<file path="src/rtl/blink_rate_ctrl_if.sv">
// Signal bundle between the board-facing driver and the blink-rate controller.
// The master drives the button and run enable; the slave returns rate, tick and press.
interface blink_rate_ctrl_if;
   logic       KEY;
   logic       run;
   logic       tick;
   logic [1:0] rate_idx;
   logic       press;

   modport master (output KEY, run, input tick, rate_idx, press);
   modport slave  (input KEY, run, output tick, rate_idx, press);
endinterface

</file>
<file path="src/rtl/blink_rate_ctrl.sv">
// Debounces the active-low KEY into press events that step through four blink rates,
// and emits a one-cycle tick at the selected rate for the downstream LED blinker.
module blink_rate_ctrl #(
   parameter int DEBOUNCE_CYCLES = 1000000,
   parameter int DIV0            = 50000000,
   parameter int DIV1            = 25000000,
   parameter int DIV2            = 12500000,
   parameter int DIV3            = 6250000,
   parameter int CNT_W           = 26
) (
   input  logic              CLOCK_50,
   input  logic              RESET,
   blink_rate_ctrl_if.slave  bus
);

   typedef enum logic [1:0] {R0 = 2'd0, R1 = 2'd1, R2 = 2'd2, R3 = 2'd3} rate_e;

   localparam logic [CNT_W-1:0] DB_LAST   = CNT_W'(DEBOUNCE_CYCLES - 1);
   localparam logic [CNT_W-1:0] DIV0_LAST = CNT_W'(DIV0 - 1);
   localparam logic [CNT_W-1:0] DIV1_LAST = CNT_W'(DIV1 - 1);
   localparam logic [CNT_W-1:0] DIV2_LAST = CNT_W'(DIV2 - 1);
   localparam logic [CNT_W-1:0] DIV3_LAST = CNT_W'(DIV3 - 1);

   logic             r_sync1;
   logic             r_sync2;
   logic             r_deb;
   logic [CNT_W-1:0] r_db_cnt;
   logic             r_press;
   logic             r_tick;
   logic [CNT_W-1:0] r_presc;
   rate_e            r_state;
   rate_e            w_state_next;
   logic             w_accept;
   logic             w_press_set;
   logic [CNT_W-1:0] w_div_last;

   // Accepting a new level and detecting a press share one edge, so press,
   // rate change and prescaler clear all become visible in the same cycle.
   assign w_accept    = (r_sync2 != r_deb) && (r_db_cnt == DB_LAST);
   assign w_press_set = w_accept && !r_sync2;

   // NOTE: sequential state uses <= so every flop samples pre-edge values and
   // the synchronizer chain really is two stages deep.
   always_ff @(posedge CLOCK_50) begin
      if (RESET) begin
         r_sync1  <= 1'b1;
         r_sync2  <= 1'b1;
         r_deb    <= 1'b1;
         r_db_cnt <= '0;
         r_press  <= 1'b0;
      end else begin
         r_sync1 <= bus.KEY;
         r_sync2 <= r_sync1;
         r_press <= w_press_set;
         if (r_sync2 == r_deb) begin
            r_db_cnt <= '0;
         end else if (w_accept) begin
            r_deb    <= r_sync2;
            r_db_cnt <= '0;
         end else begin
            r_db_cnt <= r_db_cnt + 1'b1;
         end
      end
   end

   always_ff @(posedge CLOCK_50) begin
      if (RESET) r_state <= R0;
      else       r_state <= w_state_next;
   end

   // NOTE: the default assignment up front keeps this block purely
   // combinational; a path that skips it would infer a latch.
   always_comb begin
      w_state_next = r_state;
      if (w_press_set) begin
         case (r_state)
            R0:      w_state_next = R1;
            R1:      w_state_next = R2;
            R2:      w_state_next = R3;
            R3:      w_state_next = R0;
            default: w_state_next = R0;
         endcase
      end
   end

   always_comb begin
      w_div_last = DIV0_LAST;
      case (r_state)
         R0:      w_div_last = DIV0_LAST;
         R1:      w_div_last = DIV1_LAST;
         R2:      w_div_last = DIV2_LAST;
         R3:      w_div_last = DIV3_LAST;
         default: w_div_last = DIV0_LAST;
      endcase
   end

   // A press beats terminal count so the new rate always starts a full period.
   always_ff @(posedge CLOCK_50) begin
      if (RESET) begin
         r_presc <= '0;
         r_tick  <= 1'b0;
      end else if (w_press_set) begin
         r_presc <= '0;
         r_tick  <= 1'b0;
      end else if (!bus.run) begin
         r_tick  <= 1'b0;
      end else if (r_presc == w_div_last) begin
         r_presc <= '0;
         r_tick  <= 1'b1;
      end else begin
         r_presc <= r_presc + 1'b1;
         r_tick  <= 1'b0;
      end
   end

   assign bus.tick     = r_tick;
   assign bus.rate_idx = r_state;
   assign bus.press    = r_press;

endmodule

</file>
<file path="src/flat_wrapper.sv">
// flat-port wrapper written by rule: the top's interface ports become plain ports
module blink_rate_ctrl_flat 
#(
   parameter int DEBOUNCE_CYCLES = 1000000,
   parameter int DIV0            = 50000000,
   parameter int DIV1            = 25000000,
   parameter int DIV2            = 12500000,
   parameter int DIV3            = 6250000,
   parameter int CNT_W           = 26
)
  (CLOCK_50, RESET, bus_KEY, bus_run, bus_tick, bus_rate_idx, bus_press);
  blink_rate_ctrl_if bus_i ();
  input  logic CLOCK_50;
  input  logic RESET;
  input wire logic [$bits(bus_i.KEY)-1:0] bus_KEY;
  input wire logic [$bits(bus_i.run)-1:0] bus_run;
  output wire logic [$bits(bus_i.tick)-1:0] bus_tick;
  output wire logic [$bits(bus_i.rate_idx)-1:0] bus_rate_idx;
  output wire logic [$bits(bus_i.press)-1:0] bus_press;
  assign bus_i.KEY = bus_KEY;
  assign bus_i.run = bus_run;
  assign bus_tick = bus_i.tick;
  assign bus_rate_idx = bus_i.rate_idx;
  assign bus_press = bus_i.press;
  blink_rate_ctrl #(.DEBOUNCE_CYCLES(DEBOUNCE_CYCLES), .DIV0(DIV0), .DIV1(DIV1), .DIV2(DIV2), .DIV3(DIV3), .CNT_W(CNT_W)) u_core (.CLOCK_50(CLOCK_50), .RESET(RESET), .bus(bus_i));
endmodule
</file>
<file path="config.mk">
export PLATFORM = sky130hd
export DESIGN_NAME = blink_rate_ctrl_flat
export DESIGN_NICKNAME = d
export VERILOG_FILES = /design/src/rtl/blink_rate_ctrl_if.sv /design/src/rtl/blink_rate_ctrl.sv /design/src/flat_wrapper.sv
export SDC_FILE = /design/constraint.sdc
export NUM_CORES = 1
export LEC_CHECK = 0
export CAP_MARGIN = 20
export CORE_UTILIZATION = 50
export DETAILED_ROUTE_END_ITERATION = 12
export GPL_ROUTABILITY_DRIVEN = 0
export PLACE_DENSITY_LB_ADDON = 0.08
export SLEW_MARGIN = 10
export SYNTH_ARGS = -nofsm -noshare
export SYNTH_HDL_FRONTEND = slang
export SYNTH_SLANG_ARGS = --single-unit
</file>
<file path="constraint.sdc">
create_clock -name CLOCK_50 -period 2.8 [get_ports CLOCK_50]
set_input_delay 0.42 -clock CLOCK_50 [delete_from_list [all_inputs] [get_ports CLOCK_50]]
set_output_delay 0.42 -clock CLOCK_50 [all_outputs]
set_load 0.05 [all_outputs]
</file>
==> flow_summary.json, run 1 <==
{
  "status": "finished clean",
  "grt_pass1_wl_mm": 9.87,
  "period_needed_ns": 2.23,
  "drive_gt1_share_pct": 14.4,
  "r2r_setup_slack_ns": 0.57,
  "cts_setup_buffers": 0,
  "min_to": "u_core.r_sync2$_SDFF_PP1_",
  "die_x_um": 79.7,
  "fin_ws_ns": 0.570,
  "dr.pass1.iters": 4,
  "hold_viol_final": 0,
  "die_y_um": 79.7,
  "cts_sinks": 59,
  "synth_nets": 339,
  "post_drt_wl_per_cell_um": 13.6,
  "ys_types": 42,
  "power_density_nw_per_um2": 476,
  "fin_crit_sh_pct": 79.7,
  "postSynthCellCount": 328,
  "worst_ep_arrival_time_ns": 2.44,
  "finalClockSkew_ns": 0.00631,
  "area_growth_pct": 8.46,
  "yosysSeqAreaShare_pct": 39.1,
  "synth-seq-cells": 59,
  "drtIter0Drc": 107,
  "crit_type": "register to register",
  "vias": 2199,
  "relSlewSlack_pct": 57.1,
  "worst_ep_required_time_ns": 3.01,
  "drc_errors": 0,
  "final_common_cell": "dfxtp_1",
  "rr_worst_depth": 8,
  "cts-root-buf": "clkbuf_8",
  "syn_area_um2": 3020,
  "rsz0062_at_grt": "no",
  "synth.top_cell.area_share_pct": 39.1,
  "ys_async_sr_fraction_pct": 0,
  "num_io_pins": 8,
  "startpoint_type": "register",
  "grt_pass1_vias": 2134,
  "place_ws_ns": 0.291,
  "grt_max_degree": 27,
  "total_power_mw": 1.56,
  "worstMarginPinSlew_ns": 0.640,
  "clk_pin_slew_worst_paths_ns": 0.06,
  "min_from": "u_core.r_sync1$_SDFF_PP1_",
  "numCtsBuffers": 9,
  "fin_tns_setup_ns": 0,
  "antenna_found_initial": 0,
  "endpoint_kind": "register",
  "fmax_mhz": 448,
  "start_util_pct": 53.2,
  "synth_top_area_cell": "dfxtp_1",
  "track_usage_pct": 20.4,
  "synth_ff_type": "dfxtp_1",
  "layout_common_cells": "dfxtp_1, nor2_1, xnor2_1, nor3_2, xor2_1",
  "holdBufCountCts": 0,
  "max-clock-path-buffers": 2,
  "cts_max_level": 3,
  "nNetsFinal": 347,
  "place_area_um2": 3100,
  "drt-total-wl_mm": 5.62,
  "cp-startpoint": "u_core.bus.rate_idx[0]$_SDFFE_PP0P_",
  "die_area_um2": 6350,
  "cts_resized": 0,
  "postRouteAntennaNets": 0,
  "hpwl_mm": 3.89,
  "n_antenna_cell": 0,
  "rr_startpoint": "u_core.bus.rate_idx[0]$_SDFFE_PP0P_",
  "rr_endpoint": "u_core.r_presc[24]$_SDFFE_PP0P_",
  "core-area_um2": 5680,
  "report.final.setup_viol": 0,
  "post-route-cell-area_um2": 3270,
  "insertion_delay_ns": 0.33,
  "maxCapViolations": 0,
  "synth_edf_count": 0,
  "gr-total-overflow": 0,
  "vias_per_cell": 5.32,
  "cts_tree": "yes",
  "crit_fanout": 8,
  "yosys_warnings": 0,
  "hold_class": "register to register",
  "rows": 27,
  "min_path_cells": 1,
  "fillerInstances": 546,
  "power.leakage_nw": 1.04,
  "maxSlewViolCount": 0,
  "port_buffers": 7,
  "ir_drop_mv": 0.388,
  "avgSynthCellArea_um2": 9.20,
  "yosys-top-cells-area": "dfxtp_1, xnor2_1, nor3_2"
}
==> worst max-delay path, stage by stage (launching register included) <==
cell     delay [ns]
dfxtp_1        0.52
inv_1          0.14
ha_1           0.27
nor2_1         0.14
xnor2_1        0.08
nor4_1         0.24
and4_1         0.41
buf_4          0.25
nor3_1         0.07
==> cells in the mapped netlist, types with 3 or more instances <==
cell and number:
nor3b_1 3, nor2_1 46, dfxtp_1 59, ha_1 7, buf_4 3, nor4_2 3
and3_1 6, nor3_2 19, nand3_1 16, nand4_1 13, nor2b_1 4, xor2_1 19
clkbuf_1 3, nand2_1 18, inv_1 8, buf_2 6, xnor2_1 33, and4_1 8
nor4_1 8, nor3_1 14
==> how the worst max path moves through the flow <==
stage | end | slack [ns]
floorplan | u_core.r_presc[14]$_SDFFE_PP0P_ | 0.45
global placement | u_core.r_presc[24]$_SDFFE_PP0P_ | 0.33
detailed placement | u_core.r_presc[24]$_SDFFE_PP0P_ | 0.29
CTS | u_core.r_presc[24]$_SDFFE_PP0P_ | 0.55
global route | u_core.r_presc[24]$_SDFFE_PP0P_ | 0.37
finish | u_core.r_presc[24]$_SDFFE_PP0P_ | 0.57
==> power by group <==
part / switching, mW / internal (mW) / total, mW
combinational: 0.0187 / 0.0121 / 0.0308
clock: 0.311 / 0.367 / 0.679
sequential: 0.00370 / 0.844 / 0.848
total: 0.334 / 1.22 / 1.56
==> routing by layer <==
layer / up-vias / share of wire [%] / GRT usage, %
met5: - / 0 / 0
met4: 0 / 1.5 / 8.73
met3: 7 / 3.4 / 5.49
met2: 26 / 43 / 30.1
met1: 1020 / 52 / 27.9
li1: 1146 / - / -
==> cells by family after synthesis <==
group | share of synthesized area [%]
and+or+nand+nor | 35.1
DFF | 39.1
xor gates and xnor gates | 15.1
buffers and inverters | 4.81
AOI/OAI and AO/OA | 2.28
adders and majority gates | 2.90
muxes | 0.663
==> registers in the layout, summed over array words and instances, names as in the netlist <==
signal               count
u_core.r_deb             1
u_core.bus.tick          1
u_core.r_presc          26
u_core.r_db_cnt         26
u_core.bus.rate_idx      2
u_core.r_sync1           1
u_core.r_sync2           1
u_core.bus.press         1
==> area by class of cell <==
cell class	count	area, µm²	share of cell area, %
clock buffer	14	163	4.97
clock inverter	2	10.0	0.306
inverter	8	30.0	0.917
multi-input combinational	246	1690	51.7
sequential	59	1180	36.1
tap	72	90.1	2.75
timing repair buffer	12	108	3.29
==> per-stage QoR <==
step | hold WS [ns] | std cells | utilization [%]
2_1_floorplan | 0.389 | 328 | -
3_3_place_gp | 0.393 | 397 | 54.6
3_5_place_dp | 0.398 | 397 | 54.6
4_1_cts | 0.412 | 413 | 57.7
5_1_grt | 0.441 | 413 | 57.7
6_report | 0.409 | 413 | 57.7
No activity file was read; power rests on OpenSTA's default activity.
==> inputs of run 2 (changes only) <==
clock period = 2.19 ns   (was 2.8 ns; I/O delays follow)
==> run 2 against run 1 <==
Sequential cell count is the same. Setup slack got worse by 0.33 ns. Non-clock buffer count rose by 8. Critical path type is now register to output port.
==> flow_summary.json, run 2 (synthesis gave the netlist of run 1 again) <==
{
  "relSlewSlack_pct": 65.6,
  "insertion_delay_ns": 0.33,
  "r2r_setup_slack_ns": 0.31,
  "startpoint_type": "register",
  "drive_gt1_share_pct": 17.8,
  "drt-total-wl_mm": 5.82,
  "cts_setup_buffers": 0,
  "min_path_cells": 1,
  "crit_fanout": 7,
  "dr.pass1.iters": 5,
  "vias_per_cell": 5.40,
  "num_io_pins": 8,
  "holdBufCountCts": 0,
  "cts_sinks": 59,
  "report.final.setup_viol": 0,
  "clk_pin_slew_worst_paths_ns": 0.07,
  "cts_tree": "yes",
  "rr_startpoint": "u_core.bus.rate_idx[1]$_SDFFE_PP0P_",
  "vias": 2272,
  "p_sw_mw": 0.477,
  "status": "finished clean",
  "crit_type": "register to output port",
  "die_area_um2": 6350,
  "power.leakage_nw": 1.10,
  "gr-total-overflow": 0,
  "worstMarginPinSlew_ns": 0.514,
  "fin_crit_sh_pct": 88.9,
  "hpwl_mm": 4.04,
  "fmax_mhz": 514,
  "power_density_nw_per_um2": 650,
  "rr_endpoint": "u_core.bus.tick$_SDFF_PP0_",
  "sequentialPowerShare_pct": 49.0,
  "ir_drop_mv": 0.494,
  "cts_resized": 0,
  "core-area_um2": 5680,
  "die_x_um": 79.7,
  "rsz0062_at_grt": "no",
  "post-route-cell-area_um2": 3400,
  "hold_class": "register to register",
  "max-clock-path-buffers": 2,
  "internal_power_mw": 1.73,
  "start_util_pct": 53.2,
  "period_needed_ns": 1.95,
  "grt_pass1_wl_mm": 10.3,
  "min_to": "u_core.r_sync2$_SDFF_PP1_",
  "antenna_found_initial": 0,
  "numCtsBuffers": 9,
  "layout_common_cells": "dfxtp_1, nor2_1, xnor2_1, nor3_2, xor2_1",
  "track_usage_pct": 21.0,
  "worst_ep_required_time_ns": 1.86,
  "swShare_pct": 21.6,
  "port_buffers": 7,
  "crit_slowest_cell": "clkdlybuf4s50_1",
  "area_growth_pct": 12.8,
  "place_area_um2": 3190,
  "rows": 27,
  "hold_viol_final": 0,
  "max_stage_delay_ns": 0.81,
  "endpoint_kind": "output port",
  "grt_pass1_vias": 2254,
  "rr_worst_depth": 8,
  "p_comb_share_pct": 2.1,
  "min_from": "u_core.r_sync1$_SDFF_PP1_",
  "fin_tns_setup_ns": 0,
  "final_common_cell": "dfxtp_1",
  "crit_chain": "buf_4 -> clkdlybuf4s50_1",
  "postRouteAntennaNets": 0,
  "maxCapViolations": 0,
  "grt_max_degree": 27,
  "n_antenna_cell": 0,
  "drc_errors": 0,
  "finalClockSkew_ns": 0.00666,
  "post_drt_wl_per_cell_um": 13.8,
  "maxSlewViolCount": 0,
  "die_y_um": 79.7,
  "nNetsFinal": 355,
  "cts_max_level": 3,
  "cts-root-buf": "clkbuf_8",
  "drtIter0Drc": 83,
  "pwr-share-clk_pct": 48.9,
  "worst_ep_arrival_time_ns": 1.62
}
run 2: cell count changes in the layout (fill, tap and decap cells not counted):
cell	previous run	this run
buf_12	0	2
buf_4	5	11
bufinv_16	0	2
clkbuf_1	3	0
clkbuf_8	11	9
clkinvlp_4	0	3
dfxtp_1	59	57
dfxtp_2	0	2
run 2: area by class of cell:
type	count	area (µm²)
fill	525	2270
multi-input combinational	246	1690
sequential	59	1180
timing repair buffer	20	193
clock buffer	9	124
clock inverter	7	92.6
tap	72	90.1
inverter	8	30.0
run 2: stage by stage:
stage	std cells	worst slack [ns]	hold slack (ns)	utilization [%]	power [mW]
floorplan	328	0.0949	0.389	-	1.14
global placement	405	0.0849	0.392	56.2	1.15
detailed placement	405	0.0272	0.393	56.2	1.15
CTS	421	0.223	0.410	60.0	2.24
global route	421	0.116	0.426	60.0	2.29
finish	421	0.243	0.409	60.0	2.21
run 2: how the worst max path moves through the flow:
stage	slack, ns	end	start	cells past startpoint
after floorplan	0.09	u_core.r_presc[14]$_SDFFE_PP0P_	u_core.bus.rate_idx[0]$_SDFFE_PP0P_	8
after global placement	0.08	u_core.bus.tick$_SDFF_PP0_	bus_run	7
after detailed placement	0.03	u_core.bus.tick$_SDFF_PP0_	bus_run	7
after CTS	0.22	bus_rate_idx[0]	u_core.bus.rate_idx[0]$_SDFFE_PP0P_	2
after global routing	0.12	u_core.bus.tick$_SDFF_PP0_	u_core.bus.rate_idx[1]$_SDFFE_PP0P_	8
final	0.24	bus_rate_idx[0]	u_core.bus.rate_idx[0]$_SDFFE_PP0P_	2
run 2: power groups by stage:
stage	Combinational, mW	Clock [mW]	Sequential [mW]
2_1_floorplan	0.0356	0	1.11
3_3_place_gp	0.0450	0	1.11
3_5_place_dp	0.0463	0	1.11
4_1_cts	0.0464	1.11	1.08
5_1_grt	0.0507	1.16	1.08
6_report	0.0455	1.08	1.08
run 2: critical path, delay by kind of cell, from the launching register on:
kind | cells | cell delay [ns]
DFF | 1 | 0.33
buffers and inverters | 2 | 0.96
run 2: per-layer routing:
metal,part of all wire (%),global-route usage [%]
met1,52,28.5
met2,43,31.2
met3,3.7,5.49
met4,1.0,8.91
met5,0,0
